### config.mk
export PLATFORM = sky130hd
export DESIGN_NAME = branch_update_ctrl
export DESIGN_NICKNAME = d
export VERILOG_FILES = /design/src/rtl/branch_update_ctrl_pkg.sv /design/src/rtl/branch_update_ctrl_queue_fifo.sv /design/src/rtl/branch_update_ctrl.sv
export SDC_FILE = /design/constraint.sdc
export NUM_CORES = 1
export LEC_CHECK = 0
export ABC_AREA = 0
export CAP_MARGIN = 10
export CORE_ASPECT_RATIO = 2
export CORE_UTILIZATION = 56
export CTS_CLUSTER_SIZE = 20
export DETAILED_ROUTE_END_ITERATION = 7
export GPL_TIMING_DRIVEN = 1
export PLACE_DENSITY = 0.85
export SYNTH_ARGS = -nofsm -noshare
export SYNTH_HDL_FRONTEND = slang
export SYNTH_HIERARCHICAL = 1
export SYNTH_SLANG_ARGS = --single-unit
export TNS_END_PERCENT = 100
### constraint.sdc
create_clock -name clk -period 5.52 [get_ports clk]
set_input_delay 1.104 -clock clk [delete_from_list [all_inputs] [get_ports clk]]
set_output_delay 1.104 -clock clk [all_outputs]
set_load 0.005 [all_outputs]
### src/rtl/branch_update_ctrl_pkg.sv
// ---------------------------------------------------------------------------
// branch_update_ctrl_pkg
//   Shared definitions for the branch bookkeeping controller and its queue:
//   FSM state encodings, queue entry layout, PC width and the opcode
//   constants already used on the predictor side.
// ---------------------------------------------------------------------------
package branch_update_ctrl_pkg;

    localparam int PC_W    = 32;
    localparam int ENTRY_W = PC_W + 1;

    // FSM state encodings
    localparam logic [0:0] ST_RUN     = 1'b0;
    localparam logic [0:0] ST_RECOVER = 1'b1;

    // Predictor-side opcode constants
    localparam logic [1:0] BP_OP_NOP      = 2'd0;
    localparam logic [1:0] BP_OP_TRAIN    = 2'd1;
    localparam logic [1:0] BP_OP_REDIRECT = 2'd2;

    // One in-flight branch: predicted direction plus the PC to fetch
    // if that prediction turns out wrong.
    typedef struct packed {
        logic            pred;
        logic [PC_W-1:0] alt_pc;
    } bq_entry_t;

    function automatic bq_entry_t bq_pack(input logic pred, input logic [PC_W-1:0] alt_pc);
        bq_entry_t e;
        e.pred   = pred;
        e.alt_pc = alt_pc;
        return e;
    endfunction

endpackage

### src/rtl/branch_update_ctrl_queue_fifo.sv
// ---------------------------------------------------------------------------
// branch_queue_fifo
//   Circular FIFO of in-flight branch entries.
//   Ports:
//     clk_i, rst_ni  - clock, asynchronous active-low reset
//     clear_i        - synchronous clear; wins over push and pop
//     push_i         - write push_data_i at the tail (ignored when full)
//     pop_i          - drop the head entry (ignored when empty)
//     head_o         - oldest entry (valid only when !empty_o)
//     count_o        - occupied entries, PTR_W+1 bits
//     full_o/empty_o - occupancy flags
// ---------------------------------------------------------------------------
module branch_queue_fifo
    import branch_update_ctrl_pkg::*;
#(
    parameter int DEPTH = 4,
    parameter int PTR_W = 2
) (
    input  logic             clk_i,
    input  logic             rst_ni,
    input  logic             clear_i,
    input  logic             push_i,
    input  bq_entry_t        push_data_i,
    input  logic             pop_i,
    output bq_entry_t        head_o,
    output logic [PTR_W:0]   count_o,
    output logic             full_o,
    output logic             empty_o
);

    bq_entry_t        mem_q [DEPTH];
    logic [PTR_W-1:0] wr_ptr_q, wr_ptr_d;
    logic [PTR_W-1:0] rd_ptr_q, rd_ptr_d;
    logic [PTR_W:0]   count_q, count_d;
    logic             push_ok, pop_ok;

    assign full_o  = (count_q == (PTR_W+1)'(DEPTH));
    assign empty_o = (count_q == '0);
    assign push_ok = push_i && !full_o;
    assign pop_ok  = pop_i && !empty_o;
    assign head_o  = mem_q[rd_ptr_q];
    assign count_o = count_q;

    // DEPTH is a power of two, so plain PTR_W-bit increments wrap correctly.
    always_comb begin
        wr_ptr_d = wr_ptr_q;
        rd_ptr_d = rd_ptr_q;
        count_d  = count_q;
        if (clear_i) begin
            wr_ptr_d = '0;
            rd_ptr_d = '0;
            count_d  = '0;
        end else begin
            if (push_ok) wr_ptr_d = wr_ptr_q + PTR_W'(1);
            if (pop_ok)  rd_ptr_d = rd_ptr_q + PTR_W'(1);
            count_d = count_q + (PTR_W+1)'(push_ok) - (PTR_W+1)'(pop_ok);
        end
    end

    always_ff @(posedge clk_i or negedge rst_ni) begin
        if (!rst_ni) begin
            wr_ptr_q <= '0;
            rd_ptr_q <= '0;
            count_q  <= '0;
        end else begin
            wr_ptr_q <= wr_ptr_d;
            rd_ptr_q <= rd_ptr_d;
            count_q  <= count_d;
        end
    end

    // Storage needs no reset; a write during clear lands in a slot that is
    // already considered empty.
    always_ff @(posedge clk_i) begin
        if (push_ok) mem_q[wr_ptr_q] <= push_data_i;
    end

endmodule

### src/rtl/branch_update_ctrl.sv
// ---------------------------------------------------------------------------
// branch_update_ctrl
//   In-order branch bookkeeping between fetch, execute and the predictor.
//   Fetch enqueues predicted branches; execute resolves them in order. Each
//   resolve produces a one-cycle training strobe; a mispredict also produces
//   a one-cycle redirect + flush, clears the queue and holds off fetch for
//   RECOVER_CYCLES cycles.
//   Ports:
//     clk, rst (async, active low)
//     enq_valid/enq_ready/enq_pred/enq_alt_pc   - fetch enqueue handshake
//     res_valid/res_taken                       - execute resolve
//     upd_branch/upd_result                     - predictor training
//     redirect_valid/redirect_pc/flush          - mispredict recovery
//     count, err_underflow                      - status
//     stat_branches/stat_mispredicts            - optional statistics
//     dbg_state                                 - current FSM state
//   Handshake: an entry is taken on a rising edge where enq_valid and
//   enq_ready are both 1; enq_ready depends on registered state only.
//   Optional feature macro: BRANCH_STATS_EN enables the statistic counters;
//   when undefined both stat ports are tied to 0.
// ---------------------------------------------------------------------------
module branch_update_ctrl
    import branch_update_ctrl_pkg::*;
#(
    parameter int DEPTH          = 4,
    parameter int PTR_W          = 2,
    parameter int RECOVER_CYCLES = 2
) (
    input  logic            clk,
    input  logic            rst,
    input  logic            enq_valid,
    output logic            enq_ready,
    input  logic            enq_pred,
    input  logic [31:0]     enq_alt_pc,
    input  logic            res_valid,
    input  logic            res_taken,
    output logic            upd_branch,
    output logic            upd_result,
    output logic            redirect_valid,
    output logic [31:0]     redirect_pc,
    output logic            flush,
    output logic [PTR_W:0]  count,
    output logic            err_underflow,
    output logic [31:0]     stat_branches,
    output logic [31:0]     stat_mispredicts,
    output logic [0:0]      dbg_state
);

    bq_entry_t      head;
    logic [PTR_W:0] q_count;
    logic           q_full, q_empty;
    logic           enq_fire, pop, mispredict, underflow;

    logic [0:0]     state_q, state_d;
    logic [3:0]     rcnt_q, rcnt_d;
    logic           alive_q;
    logic           upd_branch_q, upd_result_q;
    logic           redirect_q, flush_q;
    logic [31:0]    redirect_pc_q;
    logic           err_q;

    // alive_q keeps enq_ready low while in reset and through the release
    // cycle, so fetch sees the queue open on the first clock after reset.
    assign enq_ready  = alive_q && (state_q == ST_RUN) && !q_full;
    assign enq_fire   = enq_valid && enq_ready;
    assign pop        = res_valid && !q_empty;
    assign mispredict = pop && (res_taken != head.pred);
    assign underflow  = res_valid && q_empty;

    // Clearing on mispredict also drops any entry pushed in the same cycle.
    branch_queue_fifo #(
        .DEPTH (DEPTH),
        .PTR_W (PTR_W)
    ) u_queue (
        .clk_i       (clk),
        .rst_ni      (rst),
        .clear_i     (mispredict),
        .push_i      (enq_fire),
        .push_data_i (bq_pack(enq_pred, enq_alt_pc)),
        .pop_i       (pop),
        .head_o      (head),
        .count_o     (q_count),
        .full_o      (q_full),
        .empty_o     (q_empty)
    );

    // Recovery counter is loaded with RECOVER_CYCLES and RUN is re-entered
    // on the edge where it reads 1, giving RECOVER_CYCLES cycles of stall.
    always_comb begin
        state_d = state_q;
        rcnt_d  = rcnt_q;
        if (mispredict) begin
            state_d = ST_RECOVER;
            rcnt_d  = 4'(RECOVER_CYCLES);
        end else if (state_q == ST_RECOVER) begin
            if (rcnt_q <= 4'd1) begin
                state_d = ST_RUN;
                rcnt_d  = 4'd0;
            end else begin
                rcnt_d = rcnt_q - 4'd1;
            end
        end
    end

    always_ff @(posedge clk or negedge rst) begin
        if (!rst) begin
            state_q       <= ST_RUN;
            rcnt_q        <= 4'd0;
            alive_q       <= 1'b0;
            upd_branch_q  <= 1'b0;
            upd_result_q  <= 1'b0;
            redirect_q    <= 1'b0;
            flush_q       <= 1'b0;
            redirect_pc_q <= '0;
            err_q         <= 1'b0;
        end else begin
            state_q      <= state_d;
            rcnt_q       <= rcnt_d;
            alive_q      <= 1'b1;
            upd_branch_q <= pop;
            upd_result_q <= pop && res_taken;
            redirect_q   <= mispredict;
            flush_q      <= mispredict;
            if (mispredict) redirect_pc_q <= head.alt_pc;
            err_q        <= err_q || underflow;
        end
    end

    assign upd_branch     = upd_branch_q;
    assign upd_result     = upd_result_q;
    assign redirect_valid = redirect_q;
    assign redirect_pc    = redirect_pc_q;
    assign flush          = flush_q;
    assign count          = q_count;
    assign err_underflow  = err_q;
    assign dbg_state      = state_q;

`ifdef BRANCH_STATS_EN
    logic [31:0] stat_br_q, stat_mp_q;

    always_ff @(posedge clk or negedge rst) begin
        if (!rst) begin
            stat_br_q <= '0;
            stat_mp_q <= '0;
        end else begin
            if (pop)        stat_br_q <= stat_br_q + 32'd1;
            if (mispredict) stat_mp_q <= stat_mp_q + 32'd1;
        end
    end

    assign stat_branches    = stat_br_q;
    assign stat_mispredicts = stat_mp_q;
`else
    assign stat_branches    = 32'd0;
    assign stat_mispredicts = 32'd0;
`endif

endmodule

==> run_results.csv, run 1 <==
group,metric,value,unit
yosys,avgSynthCellArea,19.5,sq um
die,rows,59,
worst_setup_path,crit_arrival,3.27,ns
die,ios,144,
yosys,ys_types,39,
global_route,grt_pass1_wl,19.7,mm
global_route,grt_max_degree,50,
status,violations,"design-rule violations",
yosys,synthArstFlopShare,0.271,
worst_setup_path,critPathBufInv,5,
worst_setup_path,crit_path_end_kind,"flip-flop",
route,drc,15,
clock_network,clock_latency,0.42,ns
worst_setup_path,slowest_delay,0.45,ns
yosys,syn_area,7590,sq um
worst_setup_path,startpoint_type,"input pin",
cells_and_area,antenna_cells,0,
worst_setup_path,crit_type,"in2reg",
timing,slew_violations,0,
cells_and_area,layout.nets,524,
die,start_util,0.578,
pwr,total_leakage_power,3.31,nW
timing,clock-skew-final,0.0127,ns
clock_network,clk_pin_slew,0.07,ns
clock_network,numCtsBuffers,17,
die,dieArea,14100,sq um
pwr,power_density,487,nW/um^2
clock_network,root_buffer,"clkbuf_16",
die,die_w,84.3,um
job,drv_cap,0,
clock_network,clock_path_buffers,2,
global_route,antenna_found_initial,0,
timing,fmax,0.336,GHz
global_route,grt-ovfl-total,0,
worst_setup_path,crit_chain,"clkdlybuf4s50_1, and2_1, inv_1, nor2_1, inv_1, ha_1, inv_1, ha_1, inv_1, fa_1, xnor2_1, nor2_1",
timing,fin_crit,2.98,ns
die,coreArea,13100,sq um
worst_setup_path,r2r_cells,5,
yosys,synth-seq-cells,181,
route,dr.first_iter.drc_count,163,
clock_network,clock_sinks,181,
min_path,hold_path.class,"reg2reg",
timing,rsz0062_at_grt,"false",
route,ant_nets,0,
pwr,peakVddDrop,0.000366,V
clock_network,cts-resized-gates,0,
worst_setup_path,path_common_cell,"inv_1",
placed_design,dp_hpwl,7.41,mm
worst_setup_path,crit_slowest_cell,"clkdlybuf4s50_1",
cells_and_area,fill_cells,882,
yosys,yosysWarnings,6,
global_route,grt_pass1_vias,3667,
global_route,grt_usage,0.194,
route,vias,3425,
worst_setup_path,crit_fanout,6,
timing,finalCritPeriodShare,0.539,
route,via_per_inst,5.33,
yosys,syn_inst,390,
clock_network,ctsHoldBuffers,0,
worst_setup_path,worst-path-stages,12,
route,drtPass1Iterations,8,
clock_network,htree_levels,4,
timing,tightest_slew,1.01,ns
clock_network,cts_setup_buffers,0,
route,wl_per_cell,19.3,um
cells_and_area,most-common-layout-cells,"edfxtp_1, clkdlybuf4s50_1, conb_1, dfrtp_1, mux4_1",
route,drt_wl_total,12.4,mm
status,status,"finished with violations",
clock_network,cts_tree,"done",
die,fp.dieH,167,um
yosys,synth-seq-area-share,0.684,
worst_setup_path,cp_top_family,"adder cells",
placed_design,port_buffers,79,
timing,tns,0,ns
placed_design,place_congestion,0.729,
cells_and_area,area_delta_synth_final,15.9,%
yosys,ys.flop_type,"edfxtp_1",
worst_setup_path,critical_path_required,5.81,ns
min_path,hold_depth,1,
cells_and_area,final_common_cell,"edfxtp_1",
yosys,synth_edf_count,132,
cells_and_area,layout-drive-gt1-share,0.167,
timing,relSlewSlack,0.326,
timing,setup_viol,0,
timing,whs,0.467,ns
timing,hold_viol_final,0,
metal layers:
metal	global-route usage	part of all wire	vias up
met1	0.216	0.37	1723
met3	0.0441	0.046	26
met4	0.104	0.029	0
met5	0	0	-
met2	0.340	0.56	135
li1	-	-	1541
cells in the mapped netlist, types with 4 or more instances:
master,number,area [sq um]
dfrtp_1,49,1230
mux4_2,6,135
edfxtp_1,132,3960
mux2_2,6,67.6
a21oi_1,4,20.0
mux4_1,27,709
and2_1,5,31.3
buf_4,65,488
nand2_1,4,15.0
mux2_4,26,390
inv_1,9,33.8
ha_1,8,100
nor2_1,6,22.5
buf_12,4,80.1
cell type report:
| type | count | area [sq um] | area share |
|---|---|---|---|
| Sequential cell | 181 | 5190 | 0.590 |
| Timing Repair Buffer | 81 | 801 | 0.0910 |
| Clock buffer | 18 | 429 | 0.0488 |
| Inverter | 10 | 42.5 | 0.00484 |
| Clock inverter | 14 | 164 | 0.0186 |
| Tap cell | 152 | 190 | 0.0216 |
| Multi-Input combinational cell | 186 | 1980 | 0.225 |
report_power, final:
group	leakage, nW	switching [mW]	internal (mW)
Clock	0.287	0.515	0.680
Sequential	1.78	0.203	1.70
Combinational	1.25	0.434	0.745
Total	3.31	1.15	3.13
stage by stage:
step | cell area (sq um) | utilization | setup slack [ns] | power, mW | std cells
finish | 8800 | 0.669 | 2.54 | 4.28 | 642
global placement | 8200 | 0.624 | 2.23 | 3.05 | 610
floorplan | 7830 | - | 2.77 | 2.69 | 453
global route | 8800 | 0.669 | 2.37 | 4.49 | 642
detailed placement | 8200 | 0.624 | 2.09 | 3.11 | 610
CTS | 8800 | 0.669 | 2.52 | 4.33 | 642
logic make-up (layout without fill, tap and decap cells):
logic type / after synthesis / count (layout) / synth area share
xor+xnor: 4 / 4 / 0.00462
buf+inv: 86 / 123 / 0.0874
compound gates: 11 / 11 / 0.00923
fa+ha+maj: 9 / 9 / 0.0158
mux: 67 / 67 / 0.174
flops: 181 / 181 / 0.684
other cells: 2 / 65 / 0.000989
simple gates: 30 / 30 / 0.0239
registers in the layout, indices dropped and copies added (netlist names), 2 cells and up:
name,flops
u_queue/mem_q,132
u_queue/rd_ptr_q,2
redirect_pc,32
u_queue/wr_ptr_q,2
rcnt_q,4
u_queue/count_o,3
final timing paths:
kind,endpoint,from,slack [ns]
max,u_queue/count_o[2]$_DFF_PN0_,enq_valid,2.54
min,err_underflow$_DFF_PN0_,err_underflow$_DFF_PN0_,0.47
max reg2reg,redirect_pc[8]$_DFFE_PN0P_,u_queue/rd_ptr_q[0]$_DFFE_PN0P_,2.57
min reg2reg,err_underflow$_DFF_PN0_,err_underflow$_DFF_PN0_,0.47
max in group asynchronous,u_queue/rd_ptr_q[0]$_DFFE_PN0P_,rst,4.25
min in group asynchronous,redirect_pc[8]$_DFFE_PN0P_,rst,0.78
(Power assumes the default switching activity.)
==> inputs of run 2 (changes only) <==
Settings changed: CORE_UTILIZATION 56 to 52, PLACE_DENSITY 0.85 to 0.8.
Clock period 5.52 ns to 3.1 ns, I/O delays scaled along.
==> run_results.csv, run 2 (synthesis results as in run 1) <==
group,metric,value,unit
route,wl_per_cell,18.0,um
clock_network,clock_path_buffers,2,
cells_and_area,layout.nets,537,
worst_setup_path,reg2reg_slack,0.62,ns
timing,fmax,0.403,GHz
global_route,antenna_found_initial,0,
clock_network,htree_levels,4,
worst_setup_path,crit_type,"reg2reg",
clock_network,cts_tree,"done",
timing,finalCritPeriodShare,0.801,
die,die_w,87.4,um
timing,hold_viol_final,0,
worst_setup_path,startpoint_type,"flip-flop",
placed_design,place_area,8380,sq um
timing,tightest_slew,0.801,ns
route,via_per_inst,5.02,
cells_and_area,largest_register_ffs,132,
route,drtPass1Iterations,4,
timing,clock-skew-final,0.00838,ns
clock_network,numCtsBuffers,17,
die,start_util,0.532,
route,ant_nets,0,
worst_setup_path,regToRegStartpoint,"u_queue/count_o[2]$_DFF_PN0_",
clock_network,clock_sinks,181,
cells_and_area,final_common_cell,"edfxtp_1",
status,status,"complete, no violations",
cells_and_area,antenna_cells,0,
cells_and_area,layout-drive-gt1-share,0.185,
placed_design,dp_hpwl,7.99,mm
pwr,power_density,847,nW/um^2
cells_and_area,most-common-layout-cells,"edfxtp_1, clkdlybuf4s50_1, conb_1, dfrtp_1, mux4_1",
worst_setup_path,crit_path_end_kind,"flip-flop",
timing,setup_viol,0,
job,drv_cap,0,
placed_design,place_congestion,0.713,
placed_design,port_buffers,79,
clock_network,root_buffer,"clkbuf_16",
die,rows,62,
cells_and_area,fin_area,8940,sq um
clock_network,ctsHoldBuffers,0,
worst_setup_path,worstSetupStartpoint,"u_queue/count_o[2]$_DFF_PN0_",
worst_setup_path,crit_arrival,2.78,ns
route,drc,0,
pwr,total_leakage_power,3.36,nW
clock_network,cts-resized-gates,0,
clock_network,clk_pin_slew,0.07,ns
route,dr.first_iter.drc_count,166,
route,drt_wl_total,12.5,mm
die,fp.dieH,173,um
global_route,grt_usage,0.184,
die,dieArea,15100,sq um
timing,slew_violations,0,
timing,tns,0,ns
cells_and_area,area_delta_synth_final,17.8,%
min_path,hold_path.class,"in2async",
die,ios,144,
pwr,peakVddDrop,0.000467,V
die,coreArea,14300,sq um
clock_network,clock_latency,0.43,ns
worst_setup_path,crit_fanout,5,
clock_network,cts_setup_buffers,0,
global_route,grt_pass1_wl,19.8,mm
cells_and_area,top_register,"u_queue/mem_q",
global_route,grt_pass1_vias,3615,
timing,relSlewSlack,0.466,
worst_setup_path,critical_path_required,3.40,ns
timing,fin_crit,2.48,ns
global_route,grt-ovfl-total,0,
global_route,grt_max_degree,45,
route,vias,3486,
timing,rsz0062_at_grt,"false",
==> run 2: changes by cell type in the layout (fill, tap and decap cells not counted), moves of 2 or more <==
cell,change
buf_12,+2
buf_4,+11
clkinvlp_4,+3
inv_8,-3
clkinv_4,-2
clkbuf_1,+2
clkbuf_8,+2
==> run 2: critical path: stages, from the launching register on <==
cell and delay (ns):
dfrtp_1 0.43, nor3b_2 0.19, nor3b_1 0.24, and2_1 0.16, inv_1 0.06, nor2_1 0.14
inv_1 0.06, ha_1 0.26, inv_1 0.05, ha_1 0.12, inv_1 0.05, fa_1 0.37
xnor2_1 0.17, nor2_1 0.05
==> run 2: area by class of cell <==
type | count | area (sq um)
Clock buffer | 22 | 464
Clock inverter | 10 | 98.8
Fill cell | 1009 | 5330
Inverter | 10 | 42.5
Multi-Input combinational cell | 186 | 1980
Sequential cell | 181 | 5190
Tap cell | 192 | 240
Timing Repair Buffer | 94 | 923
==> run 2: power breakdown <==
group | internal [mW] | switching, mW
clock network | 1.15 | 0.891
logic | 1.37 | 0.885
registers | 3.03 | 0.243
==> run 2: layer usage <==
| metal | vias up | track usage | part of all wire |
|---|---|---|---|
| li1 | 1566 | - | - |
| met1 | 1778 | 0.216 | 0.40 |
| met2 | 118 | 0.312 | 0.54 |
| met3 | 24 | 0.0444 | 0.040 |
| met4 | 0 | 0.0854 | 0.025 |
| met5 | - | 0 | 0 |
==> run 2: stage by stage <==
| step | hold WS [ns] | utilization | setup slack, ns | instances | power (mW) |
|---|---|---|---|---|---|
| after floorplan | 0.324 | - | 0.548 | 453 | 4.80 |
| after detailed placement | 0.472 | 0.587 | 0.399 | 663 | 5.59 |
| after global routing | 0.344 | 0.626 | 0.431 | 695 | 7.93 |
| after CTS | 0.296 | 0.626 | 0.601 | 695 | 7.66 |
| after global placement | 0.438 | 0.587 | 0.429 | 663 | 5.50 |
| final | 0.277 | 0.626 | 0.616 | 695 | 7.58 |
==> run 2: path summary, 6_finish.rpt <==
path / to / depth (start not counted)
max in group asynchronous: redirect_pc[8]$_DFFE_PN0P_ / 2
min: redirect_pc[28]$_DFFE_PN0P_ / 1
min in group clk: err_underflow$_DFF_PN0_ / 1
max reg2reg: u_queue/count_o[2]$_DFF_PN0_ / 13
min reg2reg: err_underflow$_DFF_PN0_ / 1
max: u_queue/count_o[2]$_DFF_PN0_ / 13
==> inputs of run 3 (changes only) <==
Settings changed: CORE_UTILIZATION 52 to 47, PLACE_DENSITY 0.8 to 0.76.
Clock period 3.1 ns to 2 ns, I/O delays scaled along.
==> run_results.csv, run 3 (synthesis results as in run 1) <==
group,metric,value,unit
job,drv_cap,0,
pwr,seq_power_share,0.408,
clock_network,numCtsBuffers,17,
die,coreArea,15800,sq um
status,status,"finished with violations",
global_route,grt_pass1_wl,20.8,mm
placed_design,dp_hpwl,8.73,mm
clock_network,htree_levels,4,
pwr,swShare,0.266,
worst_setup_path,startpoint_type,"flip-flop",
clock_network,clock_sinks,181,
die,die_w,91.9,um
pwr,peakVddDrop,0.000710,V
timing,rsz0062_at_grt,"true",
global_route,grt_use_met3,0.0310,
route,ant_nets,0,
route,drtPass1Iterations,4,
worst_setup_path,crit_end,"u_queue/count_o[2]$_DFF_PN0_",
worst_setup_path,reg2reg_slack,-0.18,ns
die,start_util,0.481,
worst_setup_path,crit_chain,"buf_4, nor3_4, nor2b_4, o31ai_1, inv_1, ha_4, inv_2, ha_4, inv_2, fa_2, xnor2_2, nor2_1",
global_route,grt-ovfl-total,0,
cells_and_area,layout.nets,559,
placed_design,dpl_worst_slack,-0.391,ns
timing,fmax,0.459,GHz
worst_setup_path,reg2reg_to,"u_queue/count_o[2]$_DFF_PN0_",
timing,setup_viol,2,
worst_setup_path,cp_top_family,"adder cells",
cells_and_area,area_delta_synth_final,24.1,%
status,violations,"negative setup slack",
cells_and_area,most-common-layout-cells,"edfxtp_1, clkdlybuf4s50_1, conb_1, dfrtp_1",
global_route,gr-usage-met2,0.322,
die,rows,65,
clock_network,clk_pin_slew,0.07,ns
pwr,pwr-share-comb,0.328,
route,drc,0,
global_route,grt_usage,0.171,
min_path,hold_path.class,"reg2reg",
clock_network,cts_tree,"done",
worst_setup_path,crit_path_end_kind,"flip-flop",
route,wl_per_cell,18.8,um
timing,finalCritPeriodShare,1.09,
clock_network,clock_latency,0.42,ns
timing,clock-skew-final,0.0124,ns
global_route,grt-busiest-layer,"met2",
worst_setup_path,crit_slowest_cell,"dfrtp_1",
global_route,grt_max_degree,50,
worst_setup_path,crit_type,"reg2reg",
route,vias,3631,
cells_and_area,post-route-util,0.597,
worst_setup_path,worstSetupStartpoint,"u_queue/count_o[2]$_DFF_PN0_",
worst_setup_path,crit_arrival,2.53,ns
worst_setup_path,r2r_cells,12,
cells_and_area,top_register,"u_queue/mem_q",
route,via_per_inst,5.00,
cells_and_area,antenna_cells,0,
pwr,power_density,1330,nW/um^2
cells_and_area,layout-drive-gt1-share,0.250,
timing,hold_viol_final,0,
route,drt_wl_total,13.6,mm
timing,tns,-0.347,ns
worst_setup_path,slowest_delay,0.39,ns
die,ios,144,
global_route,grt_pass1_vias,3729,
global_route,antenna_found_initial,0,
cells_and_area,final_cell_count_no_fill,726,
placed_design,place_congestion,0.715,
pwr,p_switching,3.34,mW
worst_setup_path,critical_path_required,2.35,ns
route,dr.first_iter.drc_count,159,
placed_design,port_buffers,79,
worst_setup_path,worst-path-stages,12,
timing,fin_crit,2.18,ns
timing,slew_violations,0,
clock_network,clock_path_buffers,2,
worst_setup_path,critPathBufInv,4,
timing,finalWorstSetupSlack,-0.181,ns
die,dieArea,16700,sq um
cells_and_area,largest_register_ffs,132,
global_route,global_route.usage.met1,0.182,
clock_network,root_buffer,"clkbuf_16",
cells_and_area,final_common_cell,"edfxtp_1",
placed_design,place_inst,689,
die,fp.dieH,182,um
worst_setup_path,regToRegStartpoint,"u_queue/count_o[2]$_DFF_PN0_",
worst_setup_path,crit_fanout,4,
pwr,total_leakage_power,3.56,nW
pwr,clkPwrFrac,0.265,
pwr,p_int,9.19,mW
==> run 3: cell count changes in the layout (fill, tap and decap cells not counted), sizes merged <==
| cell | delta |
|---|---|
| clkinv | +3 |
| clkdlybuf4s50 | -1 |
| bufinv | +1 |
| dlygate4sd3 | +1 |
| buf | +21 |
| clkinvlp | -4 |
| inv | +1 |
==> run 3: worst min path at each step <==
stage	start	end	slack, ns	cells past startpoint
after floorplan	rst	alive_q$_DFF_PN0_	0.10	0
after global placement	rst	redirect_pc[25]$_DFFE_PN0P_	0.41	2
after detailed placement	rst	redirect_pc[25]$_DFFE_PN0P_	0.42	2
after CTS	err_underflow$_DFF_PN0_	err_underflow$_DFF_PN0_	0.47	1
after global routing	rst	redirect_pc[25]$_DFFE_PN0P_	0.51	3
final	err_underflow$_DFF_PN0_	err_underflow$_DFF_PN0_	0.47	1
==> run 3: power groups by stage <==
stage / Combinational, mW / Clock, mW / Sequential (mW)
after floorplan: 2.36 / 0 / 5.12
final: 4.11 / 3.31 / 5.11
after global placement: 3.80 / 0 / 5.12
after CTS: 4.01 / 3.38 / 5.12
after global routing: 4.38 / 3.53 / 5.18
after detailed placement: 3.94 / 0 / 5.17
==> run 3: layout make-up <==
type,instances,area [sq um]
fillers,1129,6360
well taps,201,251
multi-input cells,186,2040
inverters,10,42.5
flip-flops and latches,181,5190
repair buffers,116,1300
clock inverters,11,121
clock buffers,21,472
==> run 3: metal layers <==
layer | wire length (um) | vias to the layer above | share of wire
met5 | 0 | - | 0
met4 | 280 | 0 | 0.021
met3 | 448 | 17 | 0.033
met2 | 8010 | 123 | 0.59
met1 | 4890 | 1882 | 0.36
li1 | - | 1609 | -
==> run 3: repair_timing <==
action | 4_1_cts | 5_1_grt
hold buffers | 1 | 0
gates resized for setup | 9 | 9
buffers inserted | 1 | 4
hold endpoints to repair | 49 | 0
cloned | 0 | 1
setup endpoints to repair | 18 | 42
pin swaps | 4 | 4
==> run 3: per-stage QoR <==
step	hold slack, ns	power [mW]	instance area [sq um]
2_1_floorplan	0.104	7.48	7860
6_report	0.473	12.5	9420
5_1_grt	0.505	13.1	9420
3_3_place_gp	0.410	8.92	8730
4_1_cts	0.468	12.5	9350
3_5_place_dp	0.418	9.11	8730
